[src/rtl/prog_loader.sv]
// Serial-link program loader: receives a length-prefixed frame of 32-bit words,
// writes them into instruction memory and releases the CPU when the frame is complete.
module prog_loader #(
  parameter int AW = 6
) (
  input  logic        clk,
  input  logic        clrn,
  input  logic [7:0]  in_data,
  input  logic        in_valid,
  output logic        in_ready,
  input  logic        load_req,
  output logic        im_we,
  output logic [31:0] im_addr,
  output logic [31:0] im_wdata,
  output logic        cpu_run,
  output logic        ovf
);

  typedef enum logic [2:0] {HDR_HI, HDR_LO, DATA, WRITE, DONE} state_t;

  state_t      r_state;
  logic [15:0] r_n;
  logic [15:0] r_idx;
  logic [1:0]  r_bcnt;
  logic [31:0] r_word;
  logic        r_ovf;

  state_t      w_state_next;
  logic [15:0] w_n_next;
  logic [15:0] w_idx_next;
  logic [1:0]  w_bcnt_next;
  logic [31:0] w_word_next;
  logic        w_ovf_next;
  logic        w_xfer;
  logic        w_in_range;
  logic [31:0] w_idx_wide;
  logic [16:0] w_idx_inc;
  logic [15:0] w_n_lo_hdr;

  // Index compare is done 17 bits wide so N=65535 terminates without wrapping.
  assign w_idx_wide = {16'd0, r_idx};
  assign w_in_range = ((w_idx_wide >> AW) == 32'd0);
  assign w_idx_inc  = {1'b0, r_idx} + 17'd1;
  assign w_n_lo_hdr = {r_n[15:8], in_data};

  always_ff @(posedge clk or negedge clrn) begin
    if (!clrn) begin
      r_state <= HDR_HI;
      r_n     <= '0;
      r_idx   <= '0;
      r_bcnt  <= '0;
      r_word  <= '0;
      r_ovf   <= 1'b0;
    end else begin
      r_state <= w_state_next;
      r_n     <= w_n_next;
      r_idx   <= w_idx_next;
      r_bcnt  <= w_bcnt_next;
      r_word  <= w_word_next;
      r_ovf   <= w_ovf_next;
    end
  end

  always_comb begin
    w_state_next = r_state;
    w_n_next     = r_n;
    w_idx_next   = r_idx;
    w_bcnt_next  = r_bcnt;
    w_word_next  = r_word;
    w_ovf_next   = r_ovf;
    in_ready     = (r_state == HDR_HI) || (r_state == HDR_LO) || (r_state == DATA);
    w_xfer       = in_valid && in_ready;
    im_we        = 1'b0;
    im_addr      = '0;
    im_wdata     = '0;
    cpu_run      = (r_state == DONE);
    ovf          = r_ovf;

    if (r_state == WRITE) begin
      im_addr  = {14'd0, r_idx, 2'b00};
      im_wdata = r_word;
    end

    // A restart request wins over everything, including a pending write or byte.
    if (load_req) begin
      w_state_next = HDR_HI;
      w_n_next     = '0;
      w_idx_next   = '0;
      w_bcnt_next  = '0;
      w_word_next  = '0;
      w_ovf_next   = 1'b0;
    end else begin
      case (r_state)
        HDR_HI: begin
          if (w_xfer) begin
            w_n_next     = {in_data, r_n[7:0]};
            w_state_next = HDR_LO;
          end
        end
        HDR_LO: begin
          if (w_xfer) begin
            w_n_next     = w_n_lo_hdr;
            w_idx_next   = '0;
            w_bcnt_next  = '0;
            w_state_next = (w_n_lo_hdr == 16'd0) ? DONE : DATA;
          end
        end
        DATA: begin
          if (w_xfer) begin
            w_word_next = {r_word[23:0], in_data};
            w_bcnt_next = r_bcnt + 2'd1;
            if (r_bcnt == 2'd3) begin
              w_state_next = WRITE;
            end
          end
        end
        WRITE: begin
          im_we      = w_in_range;
          w_idx_next = w_idx_inc[15:0];
          if (!w_in_range) begin
            w_ovf_next = 1'b1;
          end
          w_state_next = (w_idx_inc == {1'b0, r_n}) ? DONE : DATA;
        end
        DONE: begin
        end
        default: w_state_next = HDR_HI;
      endcase
    end
  end

endmodule
[config.mk]
export PLATFORM = sky130hd
export DESIGN_NAME = prog_loader
export DESIGN_NICKNAME = d
export VERILOG_FILES = /design/src/rtl/prog_loader.sv
export SDC_FILE = /design/constraint.sdc
export NUM_CORES = 1
export LEC_CHECK = 0
export ABC_AREA = 1
export ABC_CLOCK_PERIOD_IN_PS = 2100
export CELL_PAD_IN_SITES_DETAIL_PLACEMENT = 0
export CELL_PAD_IN_SITES_GLOBAL_PLACEMENT = 2
export CORE_MARGIN = 4
export CORE_UTILIZATION = 29
export CTS_CLUSTER_SIZE = 30
export DETAILED_ROUTE_END_ITERATION = 12
export GPL_ROUTABILITY_DRIVEN = 0
export PLACE_DENSITY = 0.77
export REMOVE_ABC_BUFFERS = 1
export SYNTH_ARGS = -nofsm -noshare
export SYNTH_HDL_FRONTEND = slang
export SYNTH_SLANG_ARGS = --single-unit
[constraint.sdc]
create_clock -name clk -period 2.1 [get_ports clk]
set_input_delay 0.42 -clock clk [delete_from_list [all_inputs] [get_ports clk]]
set_output_delay 0.42 -clock clk [all_outputs]
set_load 0.05 [all_outputs]
==> qor.csv <==
stage,metric,value,unit
route,routedWlPerCell,15.3,um
pwr,power.density,728,nW/um^2
sta,rsz0062_at_grt,true,
setup_path,start_kind,register,
clock_tree,htree_levels,3,
route,drc,0,
placed_design,dp.cells,775,
setup_path,path_class,register to primary output,
die,initial_core_util,29.9,%
synthesis,synth.distinct_cells,35,
final_layout,final_nets,643,
synthesis,synthArstFlopShare,100,%
setup_path,critical-path-top-delay-family,simple AND/OR/NAND/NOR gates,
run_status,status,"finished, final reports clean",
clock_tree,cts_tree,yes,
pwr,max-vdd-ir-drop,456,uV
die,die-area,15700,um^2
synthesis,synth_area,3990,um^2
clock_tree,clockRootBuffer,clkbuf_16,
setup_path,rr_endpoint,r_n[11],
global_routing,grt_max_degree,71,
synthesis,synth-xor-area-share,0.785,%
synthesis,ys_top_cells_by_area,"dfrtp_1, nand2_1, inv_1",
sta,finalSetupTns,0,ns
synthesis,synthAdderAreaFrac,0.628,%
sta,setup_viol,0,
sta,fmax,486,MHz
setup_path,rr_worst_depth,8,
sta,post-route-period-util,97.9,%
setup_path,r2r_setup_slack,0.11,ns
synthesis,ys_seq_area_share,43.9,%
placed_design,port-buffer-count,63,
final_layout,fillers,1309,
global_routing,antenna_found_initial,0,
synthesis,synth-simple-area-share,29.9,%
synthesis,yosysMostFrequentCell,nand2_1,
global_routing,grt_pass1_wl,20200,um
die,row_count,42,
sta,fin_worst_skew,0.00519,ns
setup_path,crit_buf_inv,1,
synthesis,synth_top_area_share,43.9,%
pwr,p_leak,0.00263,uW
final_layout,drive_gt1_share,32.6,%
placed_design,dp_hpwl,8750,um
die,io_pins,80,
final_layout,antenna_cells,0,
route,antenna_left,0,
global_routing,grt_overflow_total,0,
placed_design,place_ws,-0.248,ns
die,dieWidth,125,um
setup_path,slowest_stage,dfrtp_2,
sta,layout_setup_ws,0.0436,ns
setup_path,crit_cells,4,
global_routing,grt_use_total,15.7,%
die,placeableCoreArea,13300,um^2
synthesis,synth_top_family_by_area,simple AND/OR/NAND/NOR gates,
synthesis,syn_avg_cell_area,7.58,um^2
synthesis,synth_compound_area_share,10.8,%
setup_path,crit_path_start,r_idx[15],
hold_path,hold_path_class,input port to async pin,
clock_tree,cts_buffer_depth,2,
sta,holdWs,0.105,ns
route,wl,12400,um
setup_path,critical_path.max_stage_delay,0.44,ns
synthesis,synth.mux.area_fraction,0,%
synthesis,dominantRegCellSynth,dfrtp_1,
synthesis,synth_edf_count,0,
setup_path,endpoint_kind,primary output,
sta,hold_violations,0,
sta,maxSlewViolCount,0,
route,vias,3850,
clock_tree,clk_latency,0.34,ns
route,viasPerCell,4.75,
clock_tree,cts.sink_count,70,
route,drtIter0Drc,307,
setup_path,path_max_fanout,3,
sta,period_needed,2.06,ns
synthesis,yosys.area.top_type,dfrtp_1,
final_layout,fin_util,46.6,%
synthesis,ys_top_cells_by_count,"nand2_1, inv_1, dfrtp_1",
final_layout,syn2layout_area_growth,55.9,%
route,drtPass1Iterations,5,
clock_tree,ctsHoldBuffers,0,
global_routing,first_global_vias,3939,
setup_path,critPathCapture,im_we,
setup_path,critPathRequiredTime,1.68,ns
clock_tree,numCtsBuffers,9,
synthesis,yosysWarnings,0,
run,maxCapViolCount,0,
final_layout,final_cells,810,
die,dieHeight,125,um
setup_path,cp_cell_sequence,nor4_4 > nand4_1 > nor2_4 > buf_12,
setup_path,arrival,1.64,ns
setup_path,regToRegStartpoint,r_state[2],
clock_tree,clkSlewWorstSetupHoldPaths,0.06,ns
synthesis,synth-seq-cells,70,
synthesis,synthCells,526,
metal layers:
metal  wire length, um  vias up  global-route usage, %
met5                 0        -                      0
met4               274        0                   4.78
met3               718       20                   5.33
met2              5710      105                   24.4
met1              5690     1837                   20.9
li1                  -     1888                      -
worst register-to-register path: cells and delay by family, from the launching register on:
family	cells	cell delay, ns
and+or+nand+nor	5	0.95
DFF	1	0.43
AOI/OAI and AO/OA	1	0.27
buffers and inverters	2	0.23
stage by stage:
step / total power [uW] / area [um^2]
2_1_floorplan: 2300 / 3830
3_3_place_gp: 2800 / 5420
3_5_place_dp: 2800 / 5420
4_1_cts: 4450 / 5950
5_1_grt: 4790 / 6210
6_report: 4520 / 6210
sequential cells by signal, summed over array words and instances, names as in the netlist:
register and cells:
r_word 32, r_idx 16, r_n 16, r_state 3, r_bcnt 2, ovf 1
logic make-up after synthesis:
kind of cell             count (synthesis)
other                                    1
AND/OR/NAND/NOR                        255
adder cells (fa/ha/maj)                  2
buffers and inverters                  123
XOR/XNOR                                 2
AO/OA/AOI/OAI                           73
flip-flops                              70
final cells by class:
| cell class | instances | area, um^2 | share of cell area [%] |
|---|---|---|---|
| Clock buffer | 11 | 233 | 3.75 |
| Clock inverter | 5 | 60.1 | 0.967 |
| Inverter | 90 | 345 | 5.56 |
| Multi-Input combinational cell | 348 | 2020 | 32.6 |
| Sequential cell | 70 | 1760 | 28.3 |
| Tap cell | 176 | 220 | 3.54 |
| Timing Repair Buffer | 110 | 1570 | 25.3 |
what timing repair did:
action,CTS,global route
resized for setup,65,32
gates cloned,0,2
endpoints found under the setup margin,49,66
pin swaps,3,6
buffers inserted,7,10
worst min-delay path by stage:
stage / slack [ns] / to / cells past startpoint
finish: 0.10 / r_idx[13] / 2
global route: 0.12 / r_idx[1] / 2
CTS: 0.12 / r_idx[14] / 2
detailed placement: 0.47 / r_bcnt[1] / 2
global placement: 0.46 / r_bcnt[1] / 2
floorplan: 0.12 / ovf / 0
power by group:
part           switching [uW]  internal, uW
sequential               72.4          1480
clock                     594           922
combinational             975           482
total                    1640          2880
cells in the final DEF, fill, tap and decap left out, types with 4 or more instances in the layout:
| cell type | count |
|---|---|
| nand4_1 | 24 |
| dfrtp_2 | 6 |
| nor2_2 | 35 |
| conb_1 | 16 |
| inv_1 | 80 |
| o22ai_1 | 41 |
| clkbuf_16 | 10 |
| nand2_1 | 92 |
| buf_12 | 56 |
| inv_2 | 6 |
| nor2_1 | 19 |
| nand3_1 | 41 |
| o21ai_0 | 24 |
| nand3_2 | 6 |
| buf_4 | 40 |
| dfrtp_1 | 64 |
| nor2_4 | 24 |
| nand2_2 | 4 |
| clkdlybuf4s50_1 | 11 |
Power figures use the tool's default switching activity.
